`src/rtl/flash_read_bridge_if.sv`:
```
// flash_read_bridge_if: request/response bundle between the SoC-side flash port and the
// flash read bridge.
//   req_*  : burst read request (valid/ready), master -> bridge
//   resp_* : ordered response beats (valid/ready), bridge -> master
// Optional: req_wrap exists only when FLASH_BRIDGE_WRAP_EN is defined.
interface flash_read_bridge_if #(
    parameter int unsigned ID_W = 4
);
    logic            req_valid;
    logic            req_ready;
    logic [31:0]     req_addr;
    logic [7:0]      req_len;
    logic [ID_W-1:0] req_id;
`ifdef FLASH_BRIDGE_WRAP_EN
    logic            req_wrap;
`endif
    logic            resp_valid;
    logic            resp_ready;
    logic [63:0]     resp_data;
    logic [ID_W-1:0] resp_id;
    logic            resp_err;
    logic            resp_last;

`ifdef FLASH_BRIDGE_WRAP_EN
    modport master (
        output req_valid, req_addr, req_len, req_id, req_wrap, resp_ready,
        input  req_ready, resp_valid, resp_data, resp_id, resp_err, resp_last
    );
    modport slave (
        input  req_valid, req_addr, req_len, req_id, req_wrap, resp_ready,
        output req_ready, resp_valid, resp_data, resp_id, resp_err, resp_last
    );
`else
    modport master (
        output req_valid, req_addr, req_len, req_id, resp_ready,
        input  req_ready, resp_valid, resp_data, resp_id, resp_err, resp_last
    );
    modport slave (
        input  req_valid, req_addr, req_len, req_id, resp_ready,
        output req_ready, resp_valid, resp_data, resp_id, resp_err, resp_last
    );
`endif
endinterface

```
`src/rtl/flash_read_bridge.sv`:
```
// flash_read_bridge: splits burst read requests into 8-byte beats on a 64-bit flash model
// (addr/ren, 1-cycle read latency) and returns ordered beats through a credit-controlled
// response FIFO.
// Ports:
//   clk, rst_n  : clock, synchronous active-low reset
//   bus (slave) : req_* burst request handshake, resp_* response beats (see flash_read_bridge_if)
//   flash_addr  : byte offset into flash, 8-byte aligned
//   flash_ren   : flash read enable, one beat per cycle
//   flash_data  : read data, valid the cycle after flash_ren
// Build option: define FLASH_BRIDGE_WRAP_EN to enable wrap bursts via bus.req_wrap.
module flash_read_bridge #(
    parameter logic [31:0] FLASH_BASE = 32'h1000_0000,
    parameter int unsigned FLASH_SIZE = 8192,
    parameter int unsigned RESP_DEPTH = 2,
    parameter int unsigned ID_W       = 4
) (
    input  logic               clk,
    input  logic               rst_n,
    flash_read_bridge_if.slave bus,
    output logic [31:0]        flash_addr,
    output logic               flash_ren,
    input  logic [63:0]        flash_data
);
    localparam int unsigned PTR_W = (RESP_DEPTH > 1) ? $clog2(RESP_DEPTH) : 1;
    localparam int unsigned CNT_W = $clog2(RESP_DEPTH + 1);
    localparam logic [32:0] LIMIT = {1'b0, FLASH_BASE} + 33'(FLASH_SIZE);

    typedef enum logic [0:0] {StIdle, StBurst} state_e;

    typedef struct packed {
        logic [63:0]     data;
        logic [ID_W-1:0] id;
        logic            err;
        logic            last;
    } entry_t;

    // Burst state
    state_e          state_q;
    logic [31:0]     addr_q;       // address of the next beat to issue
    logic [31:0]     mask_q;       // address bits that advance; bits outside stay fixed (wrap)
    logic [8:0]      left_q;       // beats still to issue
    logic [ID_W-1:0] id_q;
    logic            force_err_q;  // illegal wrap length: every beat errors
    logic [31:0]     flash_addr_q;

    // Read pipeline: sideband travelling alongside the flash read
    logic            inflight_q;
    logic            p_err_q;
    logic            p_last_q;
    logic [ID_W-1:0] p_id_q;

    // Response FIFO
    entry_t           mem_q [RESP_DEPTH];
    logic [PTR_W-1:0] wr_ptr_q;
    logic [PTR_W-1:0] rd_ptr_q;
    logic [CNT_W-1:0] count_q;

    logic        accept;
    logic        pop;
    logic        push;
    logic        issue;
    logic        in_range;
    logic        last_beat;
    logic [31:0] occ;
    logic [32:0] beat_end;
    logic [31:0] next_addr;
    logic [31:0] start_addr;
    logic [8:0]  req_beats;
    entry_t      head;
    entry_t      push_entry;

    function automatic logic [PTR_W-1:0] ptr_inc(input logic [PTR_W-1:0] p);
        return (32'(p) == RESP_DEPTH - 1) ? '0 : p + PTR_W'(1);
    endfunction

    assign bus.req_ready = rst_n && (state_q == StIdle);
    assign accept        = bus.req_valid && bus.req_ready;
    assign start_addr    = bus.req_addr & ~32'h7;
    assign req_beats     = {1'b0, bus.req_len} + 9'd1;

    // Credit: FIFO occupancy plus the read still in the pipe, minus this cycle's pop, must
    // leave room for one more beat.
    assign pop       = bus.resp_valid && bus.resp_ready;
    assign push      = inflight_q;
    assign occ       = 32'(count_q) + 32'(inflight_q) - 32'(pop);
    assign issue     = rst_n && (state_q == StBurst) && (occ < RESP_DEPTH);
    assign last_beat = (left_q == 9'd1);

    assign beat_end  = {1'b0, addr_q} + 33'd8;
    assign in_range  = !force_err_q && (addr_q >= FLASH_BASE) && (beat_end <= LIMIT);
    assign next_addr = (addr_q & ~mask_q) | ((addr_q + 32'd8) & mask_q);

    assign flash_ren  = issue && in_range;
    assign flash_addr = flash_ren ? (addr_q - FLASH_BASE) : flash_addr_q;

    always_comb begin
        push_entry      = '0;
        push_entry.data = p_err_q ? 64'd0 : flash_data;
        push_entry.id   = p_id_q;
        push_entry.err  = p_err_q;
        push_entry.last = p_last_q;
    end

    // Outputs are gated by valid so an empty FIFO presents all zeros.
    assign head           = mem_q[rd_ptr_q];
    assign bus.resp_valid = (count_q != '0);
    assign bus.resp_data  = bus.resp_valid ? head.data : '0;
    assign bus.resp_id    = bus.resp_valid ? head.id : '0;
    assign bus.resp_err   = bus.resp_valid && head.err;
    assign bus.resp_last  = bus.resp_valid && head.last;

    always_ff @(posedge clk) begin
        if (!rst_n) begin
            state_q      <= StIdle;
            addr_q       <= '0;
            mask_q       <= '1;
            left_q       <= '0;
            id_q         <= '0;
            force_err_q  <= 1'b0;
            flash_addr_q <= '0;
            inflight_q   <= 1'b0;
            p_err_q      <= 1'b0;
            p_last_q     <= 1'b0;
            p_id_q       <= '0;
            wr_ptr_q     <= '0;
            rd_ptr_q     <= '0;
            count_q      <= '0;
        end else begin
            if (accept) begin
                state_q     <= StBurst;
                addr_q      <= start_addr;
                left_q      <= req_beats;
                id_q        <= bus.req_id;
                mask_q      <= '1;
                force_err_q <= 1'b0;
`ifdef FLASH_BRIDGE_WRAP_EN
                if (bus.req_wrap) begin
                    if (req_beats == 9'd2 || req_beats == 9'd4 ||
                        req_beats == 9'd8 || req_beats == 9'd16) begin
                        mask_q <= (32'(req_beats) << 3) - 32'd1;
                    end else begin
                        force_err_q <= 1'b1;
                    end
                end
`endif
            end else if (issue) begin
                addr_q <= next_addr;
                left_q <= left_q - 9'd1;
                if (last_beat) begin
                    state_q <= StIdle;
                end
            end

            inflight_q <= issue;
            p_err_q    <= !in_range;
            p_last_q   <= last_beat;
            p_id_q     <= id_q;

            if (flash_ren) begin
                flash_addr_q <= flash_addr;
            end

            if (push) begin
                mem_q[wr_ptr_q] <= push_entry;
                wr_ptr_q        <= ptr_inc(wr_ptr_q);
            end
            if (pop) begin
                rd_ptr_q <= ptr_inc(rd_ptr_q);
            end
            case ({push, pop})
                2'b10:   count_q <= count_q + CNT_W'(1);
                2'b01:   count_q <= count_q - CNT_W'(1);
                default: count_q <= count_q;
            endcase
        end
    end
endmodule

```
`src/flat_wrapper.sv`:
```
// flat-port wrapper written by rule: the top's interface ports become plain ports
module flash_read_bridge_flat 
#(
    parameter logic [31:0] FLASH_BASE = 32'h1000_0000,
    parameter int unsigned FLASH_SIZE = 8192,
    parameter int unsigned RESP_DEPTH = 2,
    parameter int unsigned ID_W       = 4
)
  (clk, rst_n, flash_addr, flash_ren, flash_data, bus_req_valid, bus_req_addr, bus_req_len, bus_req_id, bus_resp_ready, bus_req_ready, bus_resp_valid, bus_resp_data, bus_resp_id, bus_resp_err, bus_resp_last);
  flash_read_bridge_if #(.ID_W(ID_W)) bus_i ();
  input  logic clk;
  input  logic rst_n;
  output logic [31:0] flash_addr;
  output logic flash_ren;
  input  logic [63:0] flash_data;
  input wire logic [$bits(bus_i.req_valid)-1:0] bus_req_valid;
  input wire logic [$bits(bus_i.req_addr)-1:0] bus_req_addr;
  input wire logic [$bits(bus_i.req_len)-1:0] bus_req_len;
  input wire logic [$bits(bus_i.req_id)-1:0] bus_req_id;
  input wire logic [$bits(bus_i.resp_ready)-1:0] bus_resp_ready;
  output wire logic [$bits(bus_i.req_ready)-1:0] bus_req_ready;
  output wire logic [$bits(bus_i.resp_valid)-1:0] bus_resp_valid;
  output wire logic [$bits(bus_i.resp_data)-1:0] bus_resp_data;
  output wire logic [$bits(bus_i.resp_id)-1:0] bus_resp_id;
  output wire logic [$bits(bus_i.resp_err)-1:0] bus_resp_err;
  output wire logic [$bits(bus_i.resp_last)-1:0] bus_resp_last;
  assign bus_i.req_valid = bus_req_valid;
  assign bus_i.req_addr = bus_req_addr;
  assign bus_i.req_len = bus_req_len;
  assign bus_i.req_id = bus_req_id;
  assign bus_i.resp_ready = bus_resp_ready;
  assign bus_req_ready = bus_i.req_ready;
  assign bus_resp_valid = bus_i.resp_valid;
  assign bus_resp_data = bus_i.resp_data;
  assign bus_resp_id = bus_i.resp_id;
  assign bus_resp_err = bus_i.resp_err;
  assign bus_resp_last = bus_i.resp_last;
  flash_read_bridge #(.FLASH_BASE(FLASH_BASE), .FLASH_SIZE(FLASH_SIZE), .RESP_DEPTH(RESP_DEPTH), .ID_W(ID_W)) u_core (.clk(clk), .rst_n(rst_n), .bus(bus_i), .flash_addr(flash_addr), .flash_ren(flash_ren), .flash_data(flash_data));
endmodule
```
`config.mk`:
```
export PLATFORM = sky130hd
export DESIGN_NAME = flash_read_bridge_flat
export DESIGN_NICKNAME = d
export VERILOG_FILES = /design/src/rtl/flash_read_bridge_if.sv /design/src/rtl/flash_read_bridge.sv /design/src/flat_wrapper.sv
export SDC_FILE = /design/constraint.sdc
export NUM_CORES = 1
export LEC_CHECK = 0
export ABC_CLOCK_PERIOD_IN_PS = 12900
export BUFFER_PORTS_ARGS = -buffer_cell sky130_fd_sc_hd__buf_4
export CAP_MARGIN = 5
export CORE_MARGIN = 8
export CORE_UTILIZATION = 35
export DETAILED_ROUTE_END_ITERATION = 10
export GPL_TIMING_DRIVEN = 0
export PLACE_DENSITY = 0.59
export SKIP_CTS_REPAIR_TIMING = 1
export SLEW_MARGIN = 10
export SYNTH_ARGS = -nofsm -noshare
export SYNTH_HDL_FRONTEND = slang
export SYNTH_SLANG_ARGS = --single-unit
```
`constraint.sdc`:
```
create_clock -name clk -period 12.9 [get_ports clk]
set_input_delay 1.29 -clock clk [delete_from_list [all_inputs] [get_ports clk]]
set_output_delay 1.29 -clock clk [all_outputs]
set_load 0.03 [all_outputs]
```
==> flow_summary.json, run 1 <==
{
  "status": "finished, final reports clean",
  "syn_nets": 1142,
  "num_vias": 8481,
  "placedInstanceArea_um2": 12880,
  "cts_buffers": 26,
  "ys.warnings.count": 0,
  "relSlewSlack": 0.3383,
  "cp-end-kind": "output port",
  "nets": 1392,
  "fin_crit_ns": 5.757,
  "area_delta_synth_final_pct": 28.34,
  "pwr-share-clk": 0.323,
  "core-area_um2": 30350,
  "cp.arrival_ns": 4.47,
  "avgSynthCellArea_um2": 10.54,
  "grt_max_degree": 40,
  "p_seq_frac": 0.379,
  "rsz0062_at_grt": "false",
  "combPwrFrac": 0.298,
  "die_w_um": 190.8,
  "swShare": 0.3317,
  "grt-ovfl-total": 0,
  "cp.required_ns": 11.61,
  "antenna_left": 0,
  "synth_flop_cell": "edfxtp_1",
  "path_clk_slew_ns": 0.06,
  "drc_errors": 0,
  "hp-class": "flip-flop to flip-flop",
  "cts_htree_levels": 1,
  "synth_cell_types": 65,
  "grt_use_total": 0.1689,
  "maxCapViolCount": 0,
  "synth-seq-area-share": 0.5562,
  "drive_gt1_frac": 0.2346,
  "hold_viol": 0,
  "insertion_delay_ns": 0.54,
  "synth_cells": 1014,
  "wire_per_inst_um": 18.84,
  "initial_utilization": 0.3522,
  "io_pins": 217,
  "drv_slew": 0,
  "power.internal_w": 0.001496,
  "final_cell_mix": "buf_4 (223), edfxtp_1 (140), nor2_1 (121)",
  "insertedDiodeCount": 0,
  "clock_skew_ns": 0.01601,
  "async_flop_share": 0,
  "synth_area_um2": 10690,
  "final_common_cell": "buf_4",
  "vdd_ir_drop_max_uv": 75.86,
  "firstDrtPassIters": 4,
  "finalSetupTns_ns": 0,
  "synth-edff-count": 140,
  "cts_root_buf": "clkbuf_16",
  "initialDrtViolationCount": 452,
  "startpoint_type": "input pin",
  "gp_congestion": 0.9392,
  "port_buffers": 213,
  "cts_num_sinks": 227,
  "period_share": 0.4463,
  "row_count": 64,
  "switching_power_w": 0.0007426,
  "cts_tree": "done",
  "viasPerCell": 5.051,
  "max_clock_freq_mhz": 173.7,
  "leakagePower_nw": 5.195,
  "grt_pass1_wl_mm": 48.72,
  "die-area_um2": 36390,
  "dp_hpwl_mm": 23.47,
  "grt_pass1_vias": 8610,
  "postLayoutCellArea_um2": 13720,
  "worstSetupPathType": "input pin to output port",
  "synth-seq-cells": 227,
  "wl_mm": 31.63,
  "worst_pin_slew_ns": 0.9888,
  "power.density_nw_per_um2": 163.2,
  "finalSetupViolations": 0,
  "cts.path.max_buffers": 3,
  "cp_max_fo": 10,
  "antenna_found_initial": 0,
  "die_h_um": 190.8
}
==> Yosys cell counts (all sizes together), types with 9 or more instances <==
| cell | count | share of area |
|---|---|---|
| nand3 | 41 | 0.020 |
| xor2 | 9 | 0.0074 |
| edfxtp | 140 | 0.39 |
| clkbuf | 57 | 0.020 |
| dfxtp | 87 | 0.16 |
| inv | 23 | 0.0081 |
| and3 | 12 | 0.0070 |
| and2 | 9 | 0.0053 |
| xnor2 | 14 | 0.011 |
| ha | 15 | 0.018 |
| a21oi | 64 | 0.030 |
| mux2i | 72 | 0.067 |
| nand4 | 11 | 0.0076 |
| o21ai | 61 | 0.032 |
| nand2 | 60 | 0.021 |
| nor2 | 122 | 0.044 |
| a211oi | 10 | 0.0080 |
| buf | 17 | 0.0089 |
| nor2b | 70 | 0.041 |
| nor4 | 12 | 0.0090 |
| nor3 | 16 | 0.0080 |
==> area by class of cell <==
type                    count  area [um2]
plain buffers              74       309.0
clock buffers              42       750.7
clock inverters             5       86.33
fillers                  2950       16630
inverters                  24       90.09
multi-input cells         689        4354
flip-flops and latches    227        5946
well taps                 396       495.5
repair buffers            222        1687
==> path summary, 6_finish.rpt <==
check | depth (start not counted) | endpoint | slack, ns | startpoint
setup / recovery | 14 | flash_addr[30] | 7.14 | bus_resp_ready
hold / removal | 0 | u_core.mem_q[1][5] | 0.43 | u_core.p_id_q[3]
setup reg to reg | 14 | u_core.addr_q[28] | 8.98 | u_core.count_q[0]
hold reg to reg | 0 | u_core.mem_q[1][5] | 0.43 | u_core.p_id_q[3]
==> through the flow <==
stage / cells / hold WS [ns] / power [W] / setup WS, ns / utilization
floorplan: 1014 / 0.4037 / 0.001291 / 5.753 / -
global placement: 1623 / 0.4059 / 0.001532 / 2.109 / 0.4212
detailed placement: 1632 / 0.4103 / 0.001537 / 7.140 / 0.4244
CTS: 1679 / 0.4244 / 0.002271 / 7.130 / 0.4520
global route: 1679 / 0.4332 / 0.002354 / 6.906 / 0.4520
finish: 1679 / 0.4261 / 0.002238 / 7.143 / 0.4520
==> power groups by stage <==
| stage | registers, W | logic, W | clock network, W |
|---|---|---|---|
| CTS | 0.000848 | 0.000676 | 0.000747 |
| global placement | 0.000868 | 0.000664 | 0 |
| floorplan | 0.000860 | 0.000431 | 0 |
| detailed placement | 0.000863 | 0.000674 | 0 |
| global route | 0.000853 | 0.000725 | 0.000776 |
| finish | 0.000848 | 0.000667 | 0.000724 |
==> flip-flops by register name, summed over array words and instances, names as in the netlist, 2 cells and up, named ones only <==
name and flops:
u_core.id_q 4, u_core.p_id_q 4, u_core.flash_addr_q 32, u_core.left_q 9
u_core.addr_q 29, u_core.mem_q 140, u_core.count_q 2
==> logic make-up after synthesis <==
logic type,after synthesis,share of synthesized area
mux,76,0.07164
fa+ha+maj,16,0.01943
xor+xnor,23,0.01885
simple gates,385,0.1861
flops,227,0.5562
compound gates,189,0.1104
buf+inv,98,0.03734
==> metal layers <==
layer / wire length, um / GRT usage
met4: 740 / 0.04475
met1: 13850 / 0.2196
met5: 0 / 0
met3: 2029 / 0.03200
met2: 15010 / 0.2837
==> worst max-delay path, cell delays in order <==
cell and delay, ns:
buf_4 0.11, o21ai_0 0.18, nor2_1 0.14, ha_1 0.23
ha_1 0.16, nand4b_1 0.16, a21o_1 0.16, clkbuf_1 0.25
clkinv_1 0.28, clkbuf_1 0.49, buf_1 0.54, nand3_1 0.20
nand2_1 0.12, buf_4 0.16
Note: power is estimated with default switching activity, not from simulation.
==> inputs of run 2 (changes only) <==
Settings changed: ABC_CLOCK_PERIOD_IN_PS 12900 to 4800, PLACE_DENSITY 0.59 to 0.61.
Clock period 12.9 ns to 4.8 ns, I/O delays scaled along.
==> flow_summary.json, run 2 (synthesis results as in run 1) <==
{
  "final_cells": 1677,
  "cts.path.max_buffers": 3,
  "cts_buffers": 26,
  "drive_gt1_frac": 0.2420,
  "maxCapViolCount": 0,
  "firstDrtPassIters": 5,
  "rsz0062_at_grt": "false",
  "initial_utilization": 0.3522,
  "num-fill-cells": 2896,
  "relSlewSlack": 0.3504,
  "antenna_left": 0,
  "fin_ws_ns": 0.2015,
  "final_common_cell": "buf_4",
  "final_cell_mix": "buf_4 (217), edfxtp_1 (140), nor2_1 (121)",
  "pre_cts_slack_ns": 0.6555,
  "wire_per_inst_um": 19.08,
  "drv_slew": 0,
  "die_w_um": 190.8,
  "whs_ns": 0.1759,
  "rrSetupSlack_ns": 0.89,
  "cts_tree": "done",
  "cp-end-kind": "output port",
  "viasPerCell": 5.128,
  "num_vias": 8599,
  "cts_num_sinks": 227,
  "cp.arrival_ns": 4.12,
  "path_clk_slew_ns": 0.06,
  "cp.required_ns": 4.32,
  "status": "finished, final reports clean",
  "grt_pass1_wl_mm": 49.00,
  "max_clock_freq_mhz": 217.5,
  "regMostFlops": "u_core.mem_q",
  "die-area_um2": 36390,
  "grt_max_degree": 45,
  "cts_root_buf": "clkbuf_16",
  "area_delta_synth_final_pct": 28.65,
  "cts_htree_levels": 1,
  "die_h_um": 190.8,
  "hp-class": "input pin to flip-flop",
  "power.density_nw_per_um2": 432.5,
  "startpoint_type": "flip-flop",
  "dp_cells": 1629,
  "grt_pass1_vias": 8554,
  "core-area_um2": 30350,
  "leakagePower_nw": 5.236,
  "port_buffers": 213,
  "finalSetupViolations": 0,
  "drc_errors": 0,
  "dp_hpwl_mm": 23.45,
  "wl_mm": 31.99,
  "vdd_ir_drop_max_uv": 287.4,
  "grt-ovfl-total": 0,
  "grt_use_total": 0.1692,
  "cp_max_fo": 10,
  "largest_reg_flops": 140,
  "initialDrtViolationCount": 581,
  "insertedDiodeCount": 0,
  "fin_crit_ns": 4.599,
  "insertion_delay_ns": 0.53,
  "worstSetupPathType": "flip-flop to output port",
  "gp_congestion": 0.9408,
  "row_count": 64,
  "period_share": 0.9580,
  "clock_skew_ns": 0.008489,
  "reg_top3": "u_core.mem_q: 140 flops, u_core.flash_addr_q: 32 flops, u_core.addr_q: 29 flops",
  "power.total_w": 0.005947,
  "io_pins": 217,
  "finalSetupTns_ns": 0,
  "antenna_found_initial": 0,
  "worst_pin_slew_ns": 0.9709,
  "hold_viol": 0,
  "nets": 1389
}
==> run 2: changes by cell type in the layout (fill, tap and decap cells not counted), moves of 3 or more <==
cell	change
buf_4	-6
clkbuf_8	-3
clkinv_1	+3
clkinv_2	+8
buf_8	+4
clkbuf_1	-10
nor3_4	+3
==> run 2: final timing paths <==
check | from | end | cells after the start
max | u_core.addr_q[4] | flash_addr[13] | 11
min | bus_req_id[0] | u_core.id_q[0] | 2
max reg2reg | u_core.count_q[0] | u_core.addr_q[13] | 11
min reg2reg | u_core.p_id_q[1] | u_core.mem_q[0][3] | 0
==> run 2: where the power goes <==
part / total, W / switching [W] / internal, W
sequential: 0.00228 / 0.0000659 / 0.00221
clock: 0.00186 / 0.000797 / 0.00107
combinational: 0.00180 / 0.00116 / 0.000641
total: 0.00595 / 0.00203 / 0.00392
==> run 2: worst max-delay path, stage by stage (launching register included) <==
cell and delay (ns):
dfxtp_1 0.53, ha_1 0.32, and3_1 0.30, nand3_1 0.29, nor4_1 0.71, o22ai_1 0.21
a211oi_2 0.26, a21oi_1 0.12, clkbuf_1 0.22, o21ai_0 0.28, nand2_1 0.15, buf_4 0.20
==> run 2: layer usage <==
metal | global-route usage | share of wire | vias to the layer above
met5 | 0 | 0 | -
li1 | - | - | 4168
met1 | 0.2257 | 0.44 | 4081
met4 | 0.04027 | 0.023 | 0
met2 | 0.2785 | 0.46 | 304
met3 | 0.03347 | 0.073 | 46
==> run 2: metrics by stage <==
step           cell area, um2  utilization
5_1_grt                 13750       0.4531
3_3_place_gp            12790       0.4214
4_1_cts                 13720       0.4521
3_5_place_dp            12910       0.4255
2_1_floorplan           10690            -
6_report                13750       0.4531
==> run 2: cell type report <==
type | count | area (um2) | area share
Tap cell | 396 | 495.5 | 0.03603
Buffer | 74 | 311.5 | 0.02265
Clock buffer | 30 | 675.6 | 0.04913
Timing Repair Buffer | 219 | 1714 | 0.1246
Inverter | 24 | 90.09 | 0.006551
Clock inverter | 18 | 130.1 | 0.009462
Multi-Input combinational cell | 689 | 4389 | 0.3192
Sequential cell | 227 | 5946 | 0.4324
==> inputs of run 3 (changes only) <==
Settings changed: CTS_BUF_LIST from default to sky130_fd_sc_hd__clkbuf_4.
==> flow_summary.json, run 3 (synthesis results as in run 1) <==
{
  "cp.required_ns": 4.32,
  "hold_depth": 2,
  "whs_ns": 0.04651,
  "hold_viol": 0,
  "cp-end-kind": "output port",
  "cts.path.max_buffers": 3,
  "cts_htree_levels": 2,
  "power.internal_w": 0.003733,
  "dp_hpwl_mm": 23.45,
  "fin_crit_ns": 4.532,
  "worst_pin_slew_ns": 0.9408,
  "clock_skew_ns": 0.02406,
  "worstSetupPathType": "flip-flop to output port",
  "insertion_delay_ns": 0.68,
  "dp_cells": 1629,
  "grt-ovfl-total": 0,
  "startpoint_type": "flip-flop",
  "die_w_um": 190.8,
  "wire_per_inst_um": 18.47,
  "cts_buffers": 61,
  "num-fill-cells": 2936,
  "reg_top3": "u_core.mem_q: 140 flops, u_core.flash_addr_q: 32 flops, u_core.addr_q: 29 flops",
  "cts_root_buf": "clkbuf_4",
  "pwr-share-clk": 0.289,
  "regToRegStartpoint": "u_core.count_q[0]",
  "vdd_ir_drop_max_uv": 145.2,
  "finalSetupViolations": 0,
  "num_vias": 8838,
  "combPwrFrac": 0.314,
  "viasPerCell": 5.076,
  "drv_slew": 0,
  "r2r_end": "u_core.addr_q[31]",
  "whs_endpoint": "u_core.id_q[3]",
  "grt_max_degree": 45,
  "drive_gt1_frac": 0.2760,
  "ff2ff_path_depth": 11,
  "area_delta_synth_final_pct": 28.78,
  "cp_max_fo": 10,
  "antenna_left": 0,
  "port_buffers": 213,
  "swShare": 0.3510,
  "grt_use_total": 0.1707,
  "initial_utilization": 0.3522,
  "antenna_found_initial": 1,
  "worstHoldStart": "bus_req_id[3]",
  "final_cells": 1741,
  "firstDrtPassIters": 4,
  "switching_power_w": 0.002019,
  "cts_num_sinks": 227,
  "regMostFlops": "u_core.mem_q",
  "final_cell_mix": "buf_4 (217), edfxtp_1 (140), nor2_1 (121)",
  "maxCapViolCount": 0,
  "core-area_um2": 30350,
  "max_clock_freq_mhz": 220.6,
  "io_pins": 217,
  "grt_pass1_vias": 8839,
  "postLayoutCellArea_um2": 13770,
  "rrSetupSlack_ns": 0.84,
  "initialDrtViolationCount": 503,
  "power.density_nw_per_um2": 417.9,
  "placedInstanceArea_um2": 12910,
  "cts_tree": "done",
  "final_common_cell": "buf_4",
  "relSlewSlack": 0.3705,
  "status": "finished, final reports clean",
  "hp-class": "input pin to flip-flop",
  "grt_pass1_wl_mm": 49.29,
  "period_share": 0.9442,
  "nets": 1427,
  "drc_errors": 0,
  "leakagePower_nw": 5.299,
  "finalSetupTns_ns": 0,
  "die_h_um": 190.8,
  "fin_ws_ns": 0.2678,
  "path_clk_slew_ns": 0.06,
  "p_seq_frac": 0.396,
  "pre_cts_slack_ns": 0.6555,
  "row_count": 64,
  "cp.arrival_ns": 4.05,
  "gp_congestion": 0.9408,
  "die-area_um2": 36390,
  "largest_reg_flops": 140,
  "wl_mm": 32.16
}
==> run 3: routing by layer <==
metal  global-route usage  vias up  routed length, um
met1               0.2210     4165              14060
met5                    0        -                  0
met2               0.2785      340              14910
met3              0.03822       67               2448
met4              0.05609        0                743
li1                     -     4266                  -
==> run 3: how the worst max path moves through the flow <==
stage                      start             endpoint  slack, ns  depth (start not counted)
6_report       u_core.count_q[0]        flash_addr[3]       0.27                         12
5_1_grt         u_core.addr_q[3]       flash_addr[15]      -0.01                         11
4_1_cts        u_core.count_q[0]        flash_addr[3]      -0.13                         15
3_5_place_dp   u_core.count_q[0]        flash_addr[3]       0.66                         15
3_3_place_gp               rst_n  u_core.mem_q[0][65]      -1.81                          5
2_1_floorplan              rst_n   u_core.mem_q[0][0]       0.61                          4
==> run 3: power groups by stage <==
stage          Combinational, W  Clock [W]  Sequential [W]
4_1_cts                 0.00183    0.00173         0.00228
2_1_floorplan           0.00116          0         0.00231
3_5_place_dp            0.00182          0         0.00232
5_1_grt                 0.00196    0.00183         0.00229
6_report                0.00181    0.00166         0.00228
3_3_place_gp            0.00179          0         0.00233
==> run 3: cell type report <==
cell class / instances / area (um2) / share of cell area
timing repair buffer: 222 / 1744 / 0.1267
sequential: 227 / 5947 / 0.4320
buffer: 74 / 314.1 / 0.02281
inverter: 24 / 93.84 / 0.006817
clock inverter: 15 / 65.06 / 0.004726
multi-input combinational: 689 / 4405 / 0.3200
antenna: 1 / 2.502 / 0.0001818
tap: 396 / 495.5 / 0.03599
clock buffer: 93 / 698.2 / 0.05072
==> run 3: per-stage QoR <==
step           total power (W)    util
2_1_floorplan         0.003466       -
3_3_place_gp          0.004116  0.4214
3_5_place_dp          0.004139  0.4255
4_1_cts               0.005835  0.4507
5_1_grt               0.006078  0.4536
6_report              0.005752  0.4536
==> run 3: critical path, cell delays in order, from the launching register on <==
cell	delay, ns
dfxtp_1	0.36
o21ai_0	0.45
nor2_1	0.15
fa_1	0.39
nand4b_1	0.11
a21o_1	0.08
clkbuf_1	0.43
clkinvlp_4	0.37
clkbuf_2	0.33
clkbuf_2	0.30
nand3_1	0.17
nand2_1	0.06
buf_4	0.17
